### config.mk
export PLATFORM = sky130hd
export DESIGN_NAME = multich_scan_sequencer_flat
export DESIGN_NICKNAME = d
export VERILOG_FILES = /design/src/rtl/multich_scan_sequencer_if.sv /design/src/rtl/multich_scan_sequencer.sv /design/src/flat_wrapper.sv
export SDC_FILE = /design/constraint.sdc
export NUM_CORES = 1
export LEC_CHECK = 0
export ABC_AREA = 1
export BUFFER_PORTS_ARGS = -buffer_cell sky130_fd_sc_hd__buf_2
export CORE_MARGIN = 4
export CORE_UTILIZATION = 28
export DETAILED_ROUTE_END_ITERATION = 10
export SETUP_SLACK_MARGIN = 0.15
export SYNTH_ARGS = -nofsm -noshare
export SYNTH_HDL_FRONTEND = slang
export SYNTH_SLANG_ARGS = --single-unit
### constraint.sdc
create_clock -name clk -period 1.65 [get_ports clk]
set_input_delay 0.0825 -clock clk [delete_from_list [all_inputs] [get_ports clk]]
set_output_delay 0.0825 -clock clk [all_outputs]
set_load 0.02 [all_outputs]
### src/rtl/multich_scan_sequencer_if.sv
// Tick/control inputs and scan outputs of the channel-scan sequencer.
// master drives ticks, enable and mask; slave is the sequencer itself.
interface multich_scan_sequencer_if #(
  parameter int NUM_CH  = 6,
  parameter int SEL_W   = 3,
  parameter int SLOT_W  = 4,
  parameter int FRAME_W = 8
);
  logic               ovf;
  logic               ovf_rtc;
  logic               enable;
  logic [NUM_CH-1:0]  ch_mask;
  logic [SEL_W-1:0]   ch_sel;
  logic               ch_valid;
  logic [SLOT_W-1:0]  slot;
  logic               sl;
  logic               frame_done;
  logic               out_rst;
  logic [FRAME_W-1:0] frame_cnt;

  modport master (
    output ovf, ovf_rtc, enable, ch_mask,
    input  ch_sel, ch_valid, slot, sl, frame_done, out_rst, frame_cnt
  );

  modport slave (
    input  ovf, ovf_rtc, enable, ch_mask,
    output ch_sel, ch_valid, slot, sl, frame_done, out_rst, frame_cnt
  );
endinterface

### src/rtl/multich_scan_sequencer.sv
// Channel-scan sequencer: walks the enabled channels of a latched mask,
// SLOTS_PER_CH ticks each, then spends one WRAP cycle closing the frame.
module multich_scan_sequencer #(
  parameter int NUM_CH       = 6,
  parameter int SEL_W        = 3,
  parameter int SLOTS_PER_CH = 12,
  parameter int SLOT_W       = 4,
  parameter int FRAME_W      = 8
) (
  input  logic                     clk,
  input  logic                     reset,
  multich_scan_sequencer_if.slave  bus
);
  typedef enum logic [1:0] {IDLE, SCAN, WRAP} state_e;

  localparam logic [SLOT_W-1:0] LAST_SLOT = SLOT_W'(SLOTS_PER_CH - 1);

  state_e             state_q, state_d;
  logic [NUM_CH-1:0]  mask_q, mask_d;
  logic [SEL_W-1:0]   sel_q, sel_d;
  logic [SLOT_W-1:0]  slot_q, slot_d;
  logic [FRAME_W-1:0] frame_q, frame_d;
  logic               sl_q, sl_d;
  logic               rtc_end_q, rtc_end_d;

  logic               tick, start, has_next;
  logic [SEL_W-1:0]   first_sel, next_sel;

  // Simultaneous ovf/ovf_rtc collapse into a single tick.
  assign tick  = bus.ovf | bus.ovf_rtc;
  assign start = bus.enable && (bus.ch_mask != '0);

  // Descending scan so the lowest qualifying bit wins.
  always_comb begin
    first_sel = '0;
    next_sel  = '0;
    has_next  = 1'b0;
    for (int i = NUM_CH - 1; i >= 0; i--) begin
      if (bus.ch_mask[i]) first_sel = SEL_W'(i);
      if (mask_q[i] && (i > int'(sel_q))) begin
        next_sel = SEL_W'(i);
        has_next = 1'b1;
      end
    end
  end

  always_comb begin
    state_d   = state_q;
    mask_d    = mask_q;
    sel_d     = sel_q;
    slot_d    = slot_q;
    frame_d   = frame_q;
    sl_d      = 1'b0;
    rtc_end_d = rtc_end_q;
    unique case (state_q)
      IDLE: begin
        if (start) begin
          mask_d  = bus.ch_mask;
          sel_d   = first_sel;
          slot_d  = '0;
          state_d = SCAN;
        end
      end
      SCAN: begin
        if (tick) begin
          sl_d = (slot_q == '0);
          if (slot_q != LAST_SLOT) begin
            slot_d = slot_q + SLOT_W'(1);
          end else begin
            slot_d = '0;
            if (has_next) begin
              sel_d = next_sel;
            end else begin
              state_d   = WRAP;
              rtc_end_d = bus.ovf_rtc;
              frame_d   = frame_q + FRAME_W'(1);
            end
          end
        end
      end
      WRAP: begin
        // Ticks in this cycle are intentionally not looked at.
        if (start) begin
          mask_d  = bus.ch_mask;
          sel_d   = first_sel;
          slot_d  = '0;
          state_d = SCAN;
        end else begin
          sel_d   = '0;
          state_d = IDLE;
        end
      end
      default: state_d = IDLE;
    endcase
  end

  always_ff @(posedge clk) begin
    if (reset) begin
      state_q   <= IDLE;
      mask_q    <= '0;
      sel_q     <= '0;
      slot_q    <= '0;
      frame_q   <= '0;
      sl_q      <= 1'b0;
      rtc_end_q <= 1'b0;
    end else begin
      state_q   <= state_d;
      mask_q    <= mask_d;
      sel_q     <= sel_d;
      slot_q    <= slot_d;
      frame_q   <= frame_d;
      sl_q      <= sl_d;
      rtc_end_q <= rtc_end_d;
    end
  end

  assign bus.ch_sel     = sel_q;
  assign bus.slot       = slot_q;
  assign bus.sl         = sl_q;
  assign bus.frame_cnt  = frame_q;
  assign bus.ch_valid   = (state_q == SCAN);
  assign bus.frame_done = (state_q == WRAP);
  assign bus.out_rst    = (state_q == WRAP) && rtc_end_q;
endmodule
### src/flat_wrapper.sv
// flat-port wrapper written by rule: the top's interface ports become plain ports
module multich_scan_sequencer_flat 
#(
  parameter int NUM_CH       = 6,
  parameter int SEL_W        = 3,
  parameter int SLOTS_PER_CH = 12,
  parameter int SLOT_W       = 4,
  parameter int FRAME_W      = 8
)
  (clk, reset, bus_ovf, bus_ovf_rtc, bus_enable, bus_ch_mask, bus_ch_sel, bus_ch_valid, bus_slot, bus_sl, bus_frame_done, bus_out_rst, bus_frame_cnt);
  multich_scan_sequencer_if #(.NUM_CH(NUM_CH), .SEL_W(SEL_W), .SLOT_W(SLOT_W), .FRAME_W(FRAME_W)) bus_i ();
  input  logic clk;
  input  logic reset;
  input wire logic [$bits(bus_i.ovf)-1:0] bus_ovf;
  input wire logic [$bits(bus_i.ovf_rtc)-1:0] bus_ovf_rtc;
  input wire logic [$bits(bus_i.enable)-1:0] bus_enable;
  input wire logic [$bits(bus_i.ch_mask)-1:0] bus_ch_mask;
  output wire logic [$bits(bus_i.ch_sel)-1:0] bus_ch_sel;
  output wire logic [$bits(bus_i.ch_valid)-1:0] bus_ch_valid;
  output wire logic [$bits(bus_i.slot)-1:0] bus_slot;
  output wire logic [$bits(bus_i.sl)-1:0] bus_sl;
  output wire logic [$bits(bus_i.frame_done)-1:0] bus_frame_done;
  output wire logic [$bits(bus_i.out_rst)-1:0] bus_out_rst;
  output wire logic [$bits(bus_i.frame_cnt)-1:0] bus_frame_cnt;
  assign bus_i.ovf = bus_ovf;
  assign bus_i.ovf_rtc = bus_ovf_rtc;
  assign bus_i.enable = bus_enable;
  assign bus_i.ch_mask = bus_ch_mask;
  assign bus_ch_sel = bus_i.ch_sel;
  assign bus_ch_valid = bus_i.ch_valid;
  assign bus_slot = bus_i.slot;
  assign bus_sl = bus_i.sl;
  assign bus_frame_done = bus_i.frame_done;
  assign bus_out_rst = bus_i.out_rst;
  assign bus_frame_cnt = bus_i.frame_cnt;
  multich_scan_sequencer #(.NUM_CH(NUM_CH), .SEL_W(SEL_W), .SLOTS_PER_CH(SLOTS_PER_CH), .SLOT_W(SLOT_W), .FRAME_W(FRAME_W)) u_core (.clk(clk), .reset(reset), .bus(bus_i));
endmodule
==> summary.md, run 1 <==
| Metric | Value |
|---|---|
| Status | `finished clean` |
| Post-route cell area | `1850 sq um` |
| Critical path startpoint category | `flop` |
| Synth Register Bits | `24` |
| Relative slew slack | `0.822` |
| Placed cell areas | `1760 sq um` |
| Critical Path End Type | `output port` |
| Avg Synthesized Cell Area | `6.80 sq um` |
| Die Ht | `81.0 microns` |
| Sequential share of the synthesized area | `0.322` |
| Yosys cell types | `27` |
| Drt wl/cell | `10.5 microns` |
| Layout area overhead | `24.4%` |
| Synth warnings | `0` |
| FF-to-FF path depth | `9` |
| XOR/XNOR share of the synthesized area | `0.0411` |
| Cell count after synthesis | `219` |
| Final setup viols | `0` |
| CTS Buf Count | `3` |
| Initial antenna violation count | `0` |
| Hold Slack | `0.102 ns` |
| Clock Sinks | `24` |
| Site Rows | `26` |
| Hold Crit Class | `input pin to flop` |
| Placer congestion estimate | `0.781` |
| Hold Crit Depth | `3` |
| Full die area | `6550 sq um` |
| CTS tree | `done` |
| Layout cells sized above 1 | `0.284` |
| Aggregate global routing overflow | `0` |
| Clock Skew | `0.00387 ns` |
| Largest net degree at the start of global routing | `14` |
| Required time of the critical path | `1.57 ns` |
| Worst endpoint data arrival time | `1.32 ns` |
| Vias in the first global route | `1,332` |
| Net Count, Synth | `237` |
| Core Box Area | `5140 sq um` |
| Initial Utilization | `0.290` |
| Root Driver | `clkbuf_8` |
| Leakage | `0.887 nW` |
| Fillcell total | `601` |
| Max cap viols | `0` |
| Clk buf depth | `2` |
| Tot GR Track Use | `0.111` |
| DR pass1 iterations | `4` |
| Via count | `1,470` |
| PortBufs | `29` |
| First DRT Iteration DRCs | `95` |
| Antenna cells | `0` |
| DR DRC count | `0` |
| Largest family of logic cells by synthesized area | `simple AND/OR/NAND/NOR gates` |
| DP HPWL | `2.71 mm` |
| Crit path max fanout | `4` |
| Fin crit period | `1.40 ns` |
| WL final | `3.45 mm` |
| Fmax | `714 MHz` |
| Unrepaired setup endpoints after global routing | `true` |
| Vias/cell | `4.50` |
| Worst slew pin tran | `0.265 ns` |
| Compound-Gate Fraction of Synth Area | `0.129` |
| Fin. Hold Viols | `0` |
| TNS Setup | `0 ns` |
| H-tree levels | `1` |
| Clk Latency, worst-skew pair | `0.27 ns` |
| Die Wd | `81.0 microns` |
| First-pass GRT wire length | `5.89 mm` |
| Hold_buf cts | `0` |
| I/O pins | `30` |
| Clk slew on worst S/H paths | `0.09 ns` |
| Mapped Area | `1490 sq um` |
| Slew Viols, Final | `0` |
| VDD IR max | `0.000294 V` |
| Post-Synth Adder-Cell Area | `0.0588` |
| Layout Nets | `276` |
| WS Path Type | `flop to output port` |
| Pwr Density | `792 nW/um^2` |
| Post-synthesis mux area share | `0` |
| Synth Area in Simple Gates | `0.348` |
| Fin crit share | `0.849` |
| Post-route ant nets | `0` |
| Final design utilization | `0.361` |
state kept, by name, summed over array words and instances (netlist names):
register,cells
u_core.bus.ch_sel,3
u_core.bus.frame_cnt,8
u_core.bus.sl,1
u_core.bus.slot,4
u_core.mask_q,5
u_core.rtc_end_q,1
u_core.state_q,2
kinds of logic after synthesis:
| kind of cell | Yosys count |
|---|---|
| compound gates | 34 |
| xor+xnor | 7 |
| fa+ha+maj | 7 |
| flops | 24 |
| buf+inv | 36 |
| simple gates | 111 |
worst max-delay path, cell delays in order, from the launching register on:
cell,delay [ns]
dfxtp_2,0.36
inv_1,0.07
ha_1,0.23
buf_4,0.15
nand2_1,0.06
inv_1,0.03
buf_2,0.14
cells in the final DEF, fill, tap and decap left out, drive strengths merged, types with 7 or more instances in the layout:
| cell | n |
|---|---|
| a21oi | 23 |
| buf | 38 |
| dfxtp | 24 |
| ha | 7 |
| inv | 31 |
| nand2 | 59 |
| nand3 | 18 |
| nand4 | 9 |
| nor2 | 22 |
| o21ai | 8 |
final cells by class:
cell class	instances	area, sq um	share of cell area
flip-flops and latches	24	485	0.262
clock buffers	4	55.1	0.0297
well taps	70	87.6	0.0472
inverters	32	120	0.0648
multi-input cells	159	893	0.482
repair buffers	38	213	0.115
layer usage:
metal / wire, microns / part of all wire / track usage / vias up
met5: 0 / 0 / 0 / -
met4: 70 / 0.020 / 0.0405 / 0
met3: 59 / 0.017 / 0.0144 / 7
met2: 1640 / 0.48 / 0.186 / 21
met1: 1680 / 0.49 / 0.145 / 659
li1: - / - / - / 783
timing repair:
action                                 in CTS  in global routing
pin swaps                                   1                  5
buffers inserted                            0                  1
gates resized for setup                     3                 13
endpoints found under the hold margin       0                  0
setup endpoints to repair                   4                 22
per-stage QoR:
step           instances  worst slack, ns  power (W)
6_report             327            0.249    0.00147
3_3_place_gp         322            0.161    0.00105
5_1_grt              327           0.0855    0.00157
4_1_cts              326            0.151    0.00146
3_5_place_dp         322            0.119    0.00105
2_1_floorplan        219            0.133   0.000945
cells in the mapped netlist (all sizes together):
cell type | n | share of area
a211oi | 2 | 0.010
a21oi | 23 | 0.087
buf | 3 | 0.018
clkbuf | 1 | 0.0025
clkinv | 1 | 0.0025
dfxtp | 24 | 0.32
ha | 7 | 0.059
inv | 31 | 0.078
nand2 | 59 | 0.16
nand3 | 18 | 0.079
nand4 | 9 | 0.038
nor2 | 22 | 0.060
nor3 | 2 | 0.0067
nor3b | 1 | 0.0050
o21ai | 8 | 0.027
o21bai | 1 | 0.0050
xnor2 | 3 | 0.018
xor2 | 4 | 0.024
power breakdown:
group	switching [W]	internal (W)
Sequential	0.0000278	0.000614
Combinational	0.000265	0.000156
Clock	0.000192	0.000213
worst paths after layout:
path,end,from,slack (ns)
hold reg to reg,u_core.mask_q[2],u_core.mask_q[2],0.47
hold / removal,u_core.rtc_end_q,bus_ovf_rtc,0.10
setup / recovery,bus_out_rst,u_core.state_q[0],0.25
setup reg to reg,u_core.bus.ch_sel[1],u_core.state_q[0],0.26
Power figures use the tool's default switching activity.
==> inputs of run 2 (changes only) <==
==> constraint.sdc (replaced) <==
create_clock -name clk -period 1.2 [get_ports clk]
set_input_delay 0.06 -clock clk [delete_from_list [all_inputs] [get_ports clk]]
set_output_delay 0.06 -clock clk [all_outputs]
set_load 0.02 [all_outputs]
==> run 2 against run 1 <==
Effect of this change: the run now ends with negative setup slack left; flip-flop and latch count is the same; clock power grew 43%; hold slack lost 0.037 ns; via count grew 9.3%; largest power group unchanged.
==> summary.md, run 2 (synthesis gave the netlist of run 1 again) <==
| Metric | Value |
|---|---|
| Status | `finished with violations` |
| Failing checks | `negative setup slack` |
| Unrepaired setup endpoints after global routing | `true` |
| DP HPWL | `3.08 mm (+14%)` |
| Placer congestion estimate | `0.819 (+4.9%)` |
| CP bufs+invs | `1 (-3)` |
| Fin worst setup slack | `-0.179 ns (-0.428 ns)` |
| Area taken by multi-input logic gates | `1050 sq um (+18%)` |
| TNS Setup | `-2.95 ns (-2.95 ns)` |
| Aggregate global routing overflow | `0 (unchanged)` |
| Fin crit share | `1.15` |
| Hold Crit Depth | `3 (unchanged)` |
| WS Path Type | `flop to flop` |
| Final setup viols | `26 (+26)` |
| Worst endpoint data arrival time | `1.59 ns (+0.27 ns)` |
| Fin. Hold Viols | `0 (unchanged)` |
| Post-route ant nets | `0 (unchanged)` |
| Clock Sinks | `24 (unchanged)` |
| Final design utilization | `0.462 (+0.102)` |
| Fmax | `725 MHz` |
| First-pass GRT wire length | `6.72 mm (+14%)` |
| H-tree levels | `1 (unchanged)` |
| Antenna cells | `0 (unchanged)` |
| Pwr Density | `962 nW/um^2 (+22%)` |
| Crit-path slowest cell | `dfxtp_2` |
| Largest stage delay on the critical path | `0.35 ns (about the same)` |
| Worst slew pin tran | `0.334 ns (+0.0684 ns)` |
| Layout cells sized above 1 | `0.490 (+0.206)` |
| CTS Buf Count | `3 (unchanged)` |
| Clock Skew | `0.00435 ns (+0.000481 ns)` |
| Critical Path End Type | `flop` |
| Vias/cell | `4.41 (-1.9%)` |
| Clk Latency, worst-skew pair | `0.28 ns (about the same)` |
| Tot GR Track Use | `0.129 (+0.0181)` |
| Initial Utilization | `0.290 (unchanged)` |
| Min-delay src | `bus_ovf_rtc` |
| Layout Nets | `313 (+13%)` |
| Clk slew on worst S/H paths | `0.09 ns (about the same)` |
| Fin crit period | `1.38 ns` |
| Initial antenna violation count | `0 (unchanged)` |
| Largest net degree at the start of global routing | `14 (unchanged)` |
| Clk buf depth | `2 (unchanged)` |
| Slew Viols, Final | `0 (unchanged)` |
| Storage element area | `498 sq um (+2.6%)` |
| Layout area overhead | `59.4%` |
| Hold Crit Class | `input pin to flop` |
| Hold Path Sink | `u_core.rtc_end_q` |
| VDD IR max | `0.000396 V (+35%)` |
| I/O pins | `30 (unchanged)` |
| Vias in the first global route | `1,531 (+15%)` |
| Reg-to-reg startpoint | `u_core.state_q[0]` |
| DR DRC count | `0 (unchanged)` |
| Dpl ws | `-0.246 ns (-0.366 ns)` |
| RR Endpoint | `u_core.bus.ch_sel[2]` |
| Leakage | `1.11 nW (+25%)` |
| Via count | `1,606 (+9.3%)` |
| R2r setup slk | `-0.18 ns (-0.44 ns)` |
| PortBufs | `29 (unchanged)` |
| CTS tree | `done` |
| Post-route cell area | `2380 sq um (+28%)` |
| Pwr Total | `0.00229 W (+56%)` |
| Commonest non-fill, non-tap cell in the layout | `nand2_1` |
| DR pass1 iterations | `4 (unchanged)` |
| Highest-count cells in the layout ignoring fill and taps | `45 x nand2_1, 35 x buf_4, 25 x buf_2, 20 x inv_1, 17 x nor2_1` |
| Crit path max fanout | `6 (+2)` |
| WL final | `4.11 mm (+19%)` |
| Die Wd | `81.0 microns (unchanged)` |
| First DRT Iteration DRCs | `104 (+9.5%)` |
| Site Rows | `26 (unchanged)` |
| Worst path cell trace | `buf_6 > ha_4 > nand3_4 > nand2_4 > a21oi_2 > nand3_4 > nand2_1 > nand2_1 > nor2_1` |
| Placed cell areas | `2040 sq um (+16%)` |
| Core Box Area | `5140 sq um (unchanged)` |
| Full die area | `6550 sq um (unchanged)` |
| Root Driver | `clkbuf_8` |
| Drt wl/cell | `11.3 microns (+7.1%)` |
| Fillcell total | `532 (-11%)` |
| Top Family by Delay on Critical Path | `simple AND/OR/NAND/NOR gates` |
| Critical path startpoint category | `flop` |
| Max reg flops | `8 (unchanged)` |
| Die Ht | `81.0 microns (unchanged)` |
| Required time of the critical path | `1.41 ns (-0.16 ns)` |
| Max cap viols | `0 (unchanged)` |
| FF-to-FF path depth | `9 (unchanged)` |
| Relative slew slack | `0.776 (-0.0459)` |
==> run 2: worst max-delay path by stage <==
stage | from | to | cells past startpoint
2_1_floorplan | u_core.state_q[0] | u_core.bus.slot[3] | 8
3_3_place_gp | u_core.state_q[1] | u_core.bus.slot[3] | 8
5_1_grt | u_core.bus.ch_sel[1] | u_core.bus.ch_sel[0] | 11
4_1_cts | u_core.state_q[0] | u_core.bus.ch_sel[2] | 9
3_5_place_dp | u_core.state_q[1] | u_core.bus.slot[3] | 8
6_report | u_core.state_q[0] | u_core.bus.ch_sel[2] | 9
==> run 2: power by group <==
group / internal [W] / switching (W)
clock network: 0.000294 / 0.000286
logic: 0.000371 / 0.000453
registers: 0.000845 / 0.0000372
==> run 2: worst register-to-register path: cells and delay by family (launching register included) <==
family / cells / cell delay (ns)
AOI/OAI and AO/OA: 1 / 0.17
adders and majority gates: 1 / 0.18
buffers and inverters: 1 / 0.12
DFF: 1 / 0.35
and+or+nand+nor: 6 / 0.51
==> run 2: timing repair <==
item | 4_1_cts | 5_1_grt
cloned | 1 | 0
pin swaps | 22 | 7
endpoints found under the setup margin | 28 | 28
hold buffers | 0 | 0
buffers inserted | 4 | 1
resized for setup | 49 | 16
==> run 2: final cells by class <==
cell class | instances | area share
Clock buffer | 4 | 0.0232
Inverter | 32 | 0.0537
Multi-Input combinational cell | 160 | 0.443
Sequential cell | 24 | 0.210
Tap cell | 70 | 0.0369
Timing Repair Buffer | 74 | 0.233
==> run 2: metrics by stage <==
step	hold WS, ns	instances
final	0.0655	364
after floorplan	0.129	219
after detailed placement	0.363	354
after CTS	0.0596	363
after global placement	0.366	354
after global routing	0.0648	364
==> run 2: per-layer routing <==
layer | vias to the layer above | GRT usage | share of wire
met4 | 0 | 0.0456 | 0.016
met3 | 5 | 0.00998 | 0.016
met1 | 727 | 0.179 | 0.50
met2 | 18 | 0.210 | 0.47
met5 | - | 0 | 0
li1 | 856 | - | -
